--- config.mk ---
export PLATFORM = sky130hd
export DESIGN_NAME = sram_ctrl
export DESIGN_NICKNAME = d
export VERILOG_FILES = /design/src/rtl/sram_ctrl_pkg.sv /design/src/rtl/sram_ctrl.sv
export SDC_FILE = /design/constraint.sdc
export NUM_CORES = 1
export LEC_CHECK = 0
export ABC_AREA = 1
export CORE_ASPECT_RATIO = 1.2
export CORE_MARGIN = 5
export CORE_UTILIZATION = 44
export DETAILED_ROUTE_END_ITERATION = 8
export PLACE_DENSITY_LB_ADDON = 0.3
export SYNTH_ARGS = -nofsm -noshare
export SYNTH_HDL_FRONTEND = slang
export SYNTH_SLANG_ARGS = --single-unit
--- constraint.sdc ---
create_clock -name clk -period 2.6 [get_ports clk]
set_clock_uncertainty 0.15 [all_clocks]
set_input_delay 0.52 -clock clk [delete_from_list [all_inputs] [get_ports clk]]
set_output_delay 0.52 -clock clk [all_outputs]
set_load 0.03 [all_outputs]
--- src/rtl/sram_ctrl_pkg.sv ---
// Shared types and constants for the asynchronous SRAM bus initiator.
package sram_ctrl_pkg;

    localparam int SRAM_AW = 20;
    localparam int SRAM_DW = 32;
    localparam int WAIT_W  = 3;

    typedef enum logic [2:0] {
        IDLE,
        RD,
        WR_SETUP,
        WR_PULSE,
        WR_HOLD
    } state_t;

endpackage

--- src/rtl/sram_ctrl.sv ---
// Bus initiator for one asynchronous 1M x 32 SRAM; every output is registered.
// Define SRAM_CTRL_POSTED_WRITE_EN to acknowledge writes in the WR_SETUP cycle.
//
//   state    | meaning
//   IDLE     | strobes released, req_ready=1, rsp_valid pulses here
//   RD       | ce_n/oe_n low for READ_WAIT+1 cycles, data sampled on the last edge
//   WR_SETUP | ce_n low, data driven, we_n still high
//   WR_PULSE | we_n low for WRITE_WAIT+1 cycles
//   WR_HOLD  | we_n high again, address/data/ce_n held one more cycle
module sram_ctrl
    import sram_ctrl_pkg::*;
#(
    parameter int READ_WAIT  = 1,
    parameter int WRITE_WAIT = 1
) (
    input  logic               clk,
    input  logic               resetn,
    input  logic               req_valid,
    output logic               req_ready,
    input  logic               req_we,
    input  logic [SRAM_AW-1:0] req_addr,
    input  logic [3:0]         req_wstrb,
    input  logic [SRAM_DW-1:0] req_wdata,
    output logic               rsp_valid,
    output logic [SRAM_DW-1:0] rsp_rdata,
    output logic [SRAM_AW-1:0] ram_addr,
    input  logic [SRAM_DW-1:0] ram_data_in,
    output logic [SRAM_DW-1:0] ram_data_out,
    output logic               ram_data_oe,
    output logic               ram_ce_n,
    output logic               ram_oe_n,
    output logic               ram_we_n,
    output logic [3:0]         ram_be_n
);

    state_t              state, state_nxt;
    logic [WAIT_W-1:0]   cnt, cnt_nxt;
    logic                ready_nxt, rsp_valid_nxt, data_oe_nxt;
    logic                ce_nxt, oen_nxt, wen_nxt;
    logic [3:0]          be_nxt;
    logic [SRAM_AW-1:0]  addr_nxt;
    logic [SRAM_DW-1:0]  dout_nxt, rdata_nxt;

    always_ff @(posedge clk) begin
        if (!resetn) begin
            state        <= IDLE;
            cnt          <= '0;
            req_ready    <= 1'b0;
            rsp_valid    <= 1'b0;
            rsp_rdata    <= '0;
            ram_addr     <= '0;
            ram_data_out <= '0;
            ram_data_oe  <= 1'b0;
            ram_ce_n     <= 1'b1;
            ram_oe_n     <= 1'b1;
            ram_we_n     <= 1'b1;
            ram_be_n     <= 4'hF;
        end else begin
            state        <= state_nxt;
            cnt          <= cnt_nxt;
            req_ready    <= ready_nxt;
            rsp_valid    <= rsp_valid_nxt;
            rsp_rdata    <= rdata_nxt;
            ram_addr     <= addr_nxt;
            ram_data_out <= dout_nxt;
            ram_data_oe  <= data_oe_nxt;
            ram_ce_n     <= ce_nxt;
            ram_oe_n     <= oen_nxt;
            ram_we_n     <= wen_nxt;
            ram_be_n     <= be_nxt;
        end
    end

    // Next values describe the pins for the cycle after the coming edge.
    always_comb begin
        state_nxt     = state;
        cnt_nxt       = cnt;
        ready_nxt     = req_ready;
        rsp_valid_nxt = 1'b0;
        rdata_nxt     = rsp_rdata;
        addr_nxt      = ram_addr;
        dout_nxt      = ram_data_out;
        data_oe_nxt   = ram_data_oe;
        ce_nxt        = ram_ce_n;
        oen_nxt       = ram_oe_n;
        wen_nxt       = ram_we_n;
        be_nxt        = ram_be_n;
        unique case (state)
            IDLE: begin
                ready_nxt   = 1'b1;
                ce_nxt      = 1'b1;
                oen_nxt     = 1'b1;
                wen_nxt     = 1'b1;
                be_nxt      = 4'hF;
                data_oe_nxt = 1'b0;
                if (req_valid && req_ready) begin
                    ready_nxt = 1'b0;
                    ce_nxt    = 1'b0;
                    addr_nxt  = req_addr;
                    if (req_we) begin
                        state_nxt   = WR_SETUP;
                        data_oe_nxt = 1'b1;
                        dout_nxt    = req_wdata;
                        be_nxt      = ~req_wstrb;
`ifdef SRAM_CTRL_POSTED_WRITE_EN
                        rsp_valid_nxt = 1'b1;
                        rdata_nxt     = '0;
`endif
                    end else begin
                        state_nxt = RD;
                        oen_nxt   = 1'b0;
                        be_nxt    = 4'h0;
                        cnt_nxt   = WAIT_W'(READ_WAIT);
                    end
                end
            end
            RD: begin
                if (cnt == '0) begin
                    state_nxt     = IDLE;
                    rsp_valid_nxt = 1'b1;
                    rdata_nxt     = ram_data_in;
                    ce_nxt        = 1'b1;
                    oen_nxt       = 1'b1;
                    be_nxt        = 4'hF;
                    ready_nxt     = 1'b1;
                end else begin
                    cnt_nxt = cnt - WAIT_W'(1);
                end
            end
            WR_SETUP: begin
                state_nxt = WR_PULSE;
                wen_nxt   = 1'b0;
                cnt_nxt   = WAIT_W'(WRITE_WAIT);
            end
            WR_PULSE: begin
                if (cnt == '0) begin
                    state_nxt = WR_HOLD;
                    wen_nxt   = 1'b1;
                end else begin
                    cnt_nxt = cnt - WAIT_W'(1);
                end
            end
            WR_HOLD: begin
                state_nxt   = IDLE;
                ce_nxt      = 1'b1;
                data_oe_nxt = 1'b0;
                be_nxt      = 4'hF;
                ready_nxt   = 1'b1;
`ifndef SRAM_CTRL_POSTED_WRITE_EN
                rsp_valid_nxt = 1'b1;
                rdata_nxt     = '0;
`endif
            end
            default: state_nxt = IDLE;
        endcase
    end

endmodule

### After elaboration in Yosys (flattened, before gate mapping)

Index checks and enable logic that the tools add are counted.

| operators by class | value |
|---|---|
| $add $sub $neg | 1 |
| equal/unequal tests | 9 |
| mux-type cells | 26 |
| bitwise logic cells | 1 |
| reduce and logical (&&, ||, !) cells | 18 |

Operators with widths:

| cell | number |
|---|---|
| $pmux W32 S2 | 1 |
| $mux W32 | 1 |
| $mux W3 | 6 |
| $mux W4 | 3 |
| $pmux W3 S4 | 1 |
| $pmux W4 S3 | 1 |
| $ne A2 B2 Y1 const B | 5 |
| $reduce_and A2 Y1 | 5 |
| $pmux W3 S3 | 1 |
| $reduce_bool A3 Y1 | 3 |
| $eq A3 B2 Y1 const B | 2 |
| $logic_not A3 Y1 | 2 |
| $mux W1 | 6 |
| $pmux W1 S2 | 3 |
| $pmux W1 S3 | 2 |
| $reduce_and A3 Y1 | 2 |
| $reduce_bool A2 Y1 | 3 |
| $not A4 Y4 | 1 |
| $reduce_and A4 Y1 | 1 |
| $eq A3 B1 Y1 const B | 1 |
| $eq A3 B3 Y1 const B | 1 |
| $sub A3 B1 Y3 const B | 1 |
| $mux W2 | 1 |
| $reduce_or A2 Y1 | 1 |
| $logic_and A1 B1 Y1 | 1 |

| storage, ports and cells | value |
|---|---|
| bits in registers | 100 |
| input bits | 92 |
| output and inout bits | 94 |
| logic and storage cells | 67 |

### Longest topological paths before layout

| depth | value |
|---|---|
| depth in word-level cells | 4 |
| mapped depth | 9 |

### Worst setup path after synthesis

No wires, ideal clock.

| timing path | value |
|---|---|
| kind | register to register |
| start | reg req_ready |
| end | reg ram_data_out[10] |
| setup time | 0.116 ns |
| arrival | 1.294 ns |
| data required time | 2.334 ns |
| slack | 1.040 ns |
| stages on the path, launching flop included | 7 |
| buffers on the path | 1 |
| clock period less this slack | 1.560 ns |
| cell sequence | dfxtp_1 nand2_1 inv_1 nand3_4 clkbuf_2 o21ai_0 nor2_1 |

| between the ends | value |
|---|---|
| cells in the longest elaborated chain, start to end | 2 |

RTL lines:

| what | RTL line | RTL |
|---|---|---|
| start, declared | sram_ctrl.sv:19 | `output logic req_ready,` |
| start signal, assigned | sram_ctrl.sv:61 | `req_ready <= ready_nxt;` |
| $logic_and A1 B1 Y1 | sram_ctrl.sv:96 | `if (req_valid && req_ready) begin` |
| $reduce_and A3 Y1 (no line) | -- |  |
| end signal, assigned | sram_ctrl.sv:65 | `ram_data_out <= dout_nxt;` |
| end, declared | sram_ctrl.sv:28 | `output logic [SRAM_DW-1:0] ram_data_out,` |

Every way passes these cells.
A chain may end at the register's enable or synchronous reset.

### Worst setup path after layout

| timing path | value |
|---|---|
| start | reg req_ready |
| end | out req_ready |

No word-level cell between the ends.

==> run metrics <==
std cell rows 37; RSZ-0062 raised after global routing no; max cap viols 0; nets@finish between 700 and 800; CP Data Arrival Time about 1.4 ns; Crit Path Max Fanout 3; post-synthesis cell count 477; first-pass GRT wire length 17700 um; setup_tns 0 ns; Post-Place Setup Slack 0.189 ns; WL/cell 14.3 um; Slew @ Worst Pin 0.642 ns; post-synthesis net count 571; IO Count approximately 190; Design Power 0.00430 W; Final WS setup 0.508 ns; Via Count just under 4000; largest net degree at the start of global routing 51; vias per cell 4.99; CP endpoint kind primary output; Lkg Pwr 2.14 nW; Num CTS Buffers 9; Synth cell types 22; slowest cell on the critical path clkdlybuf4s50_1; Internal 0.00281 W; die footprint 10600 sq um; Max Slew Vio Count 0; power share of the clock group about a quarter; met2 WL approximately 5400 um; critical path class reg -> out; combinational power share around a third; placed standard-cell area between 5000 and 6000 sq um; Starting DRT DRC Count between 100 and 150; top cell family by delay on the critical path buffers and inverters; # Post-CTS Setup Buffers 0; Placer Congestion 0.794; Slew headroom a little under three fifths; met3 WL 1050 um; n_diodes 0; DR pass1 iterations 4; Synth Register Bits 100; Finished Layout Cells about 770; post_cts resized 0; M1 WL about 4300 um; cell area after synthesis between 3000 and 4000 sq um; post-DP HPWL between 8000 and 9000 um; CP Cell Sequence clkdlybuf4s50_1; most common cell after layout, fill and taps aside clkdlybuf4s50_1; slowest stage delay, CP 0.71 ns; VDD IR max 0.497 mV; sequential fraction of design power between 40% and 50%; Routed Antenna Nets 0; minimum clock period 2.09 ns; CP startpoint kind flip-flop; Worst-Skew Late Latency 0.36 ns; Post-Layout Inst Area 5900 sq um; Num Clock Sinks 100; cts hold-fix bufs 0; vias in the first global route 3718; Seq/Total Area, Yosys 52.5%; WP data required 1.93 ns; status completed; highest clock rate 478 MHz; Total Routing Usage GR between 20% and 30%; Hold Fails Final Rpt 0; Net Sw Power 0.00149 W; die width 95 um; DRC 0; initial antenna violation count 0; CTS Root Buffer Type clkbuf_8; Initial Util 44.8%; crit path buf inv count 1; sw frac 34.6%; H-Tree Depth 3; clk buf depth 2; placed cells 757; Mean Syn Cell Area 8.00 sq um; Hold WC Path Type reg -> reg; CTS clock-pin slew for the worst setup and hold paths 0.09 ns; CTS tree yes; Finish-stage setup viols 0; Synth warnings 0; IO Port Bufs 185; DR top layer met4; fin crit share 80.5%; die height 112 um; final global-route overflow total 0; Area growth syn-to-layout 54.6%; Core Area about 8500 sq um; Routed WL roughly 11000 um; layout cell share with drive strength beyond 1 7.77%; Pwr Density 730 nW/um^2; commonest cells after routing, fill and taps aside clkdlybuf4s50_1, dfxtp_1, nor2_1
layer usage:
layer | vias to the layer above | track usage [%]
met2 | 159 | 34.7
met5 | - | 0
li1 | 1915 | -
met4 | 0 | 9.53
met1 | 1765 | 24.1
met3 | 20 | 7.23
synth_stat cells (all sizes together):
cell type  number  area share [%]
nand2          77             8.4
a21oi          50             7.4
inv            13             1.3
o21ai          52             6.8
dfxtp         100              52
buf            17             3.2
nand3          59             8.2
ha              2            0.66
clkbuf         12             1.3
nor2           94              10
clkinv          1            0.13
power by group through the flow:
stage                     clock, W  sequential (W)  combinational, W
after floorplan                  0         0.00217          0.000581
after global placement           0         0.00184           0.00147
after detailed placement         0         0.00185           0.00150
after CTS                  0.00103         0.00181           0.00150
after global routing       0.00111         0.00184           0.00162
final                      0.00100         0.00181           0.00149
area by class of cell:
| cell class | instances | area (sq um) |
|---|---|---|
| Fill cell | 720 | 2620 |
| Sequential cell | 100 | 2000 |
| Timing Repair Buffer | 192 | 1900 |
| Multi-Input combinational cell | 334 | 1590 |
| Clock buffer | 12 | 155 |
| Tap cell | 117 | 146 |
| Inverter | 14 | 53.8 |
| Clock inverter | 4 | 47.5 |
state kept, by name, indices dropped and copies added, names as in the netlist:
name          cells
cnt               3
ram_addr         20
ram_be_n          4
ram_ce_n          1
ram_data_oe       1
ram_data_out     32
ram_oe_n          1
ram_we_n          1
req_ready         1
rsp_rdata        32
rsp_valid         1
state             3
final timing paths:
check | startpoint | endpoint | slack (ns) | depth (start not counted)
min reg2reg | ram_be_n[2] | ram_be_n[2] | 0.31 | 2
max reg2reg | state[0] | ram_addr[16] | 0.61 | 7
min | ram_be_n[2] | ram_be_n[2] | 0.31 | 2
max | req_ready | req_ready | 0.51 | 1
per-stage QoR:
step	util, %	hold slack, ns
final	69.2	0.311
after global routing	69.2	0.334
after CTS	69.2	0.315
after detailed placement	66.8	0.293
after global placement	66.8	0.290
after floorplan	-	0.290
kinds of logic (layout without fill, tap and decap cells):
logic type | after synthesis | after routing | synth area share (%)
AO/OA/AOI/OAI | 102 | 102 | 14.3
adder cells (fa/ha/maj) | 2 | 2 | 0.656
AND/OR/NAND/NOR | 230 | 230 | 26.7
flip-flops | 100 | 100 | 52.5
buffers and inverters | 43 | 222 | 5.90
(Power assumes the default switching activity.)
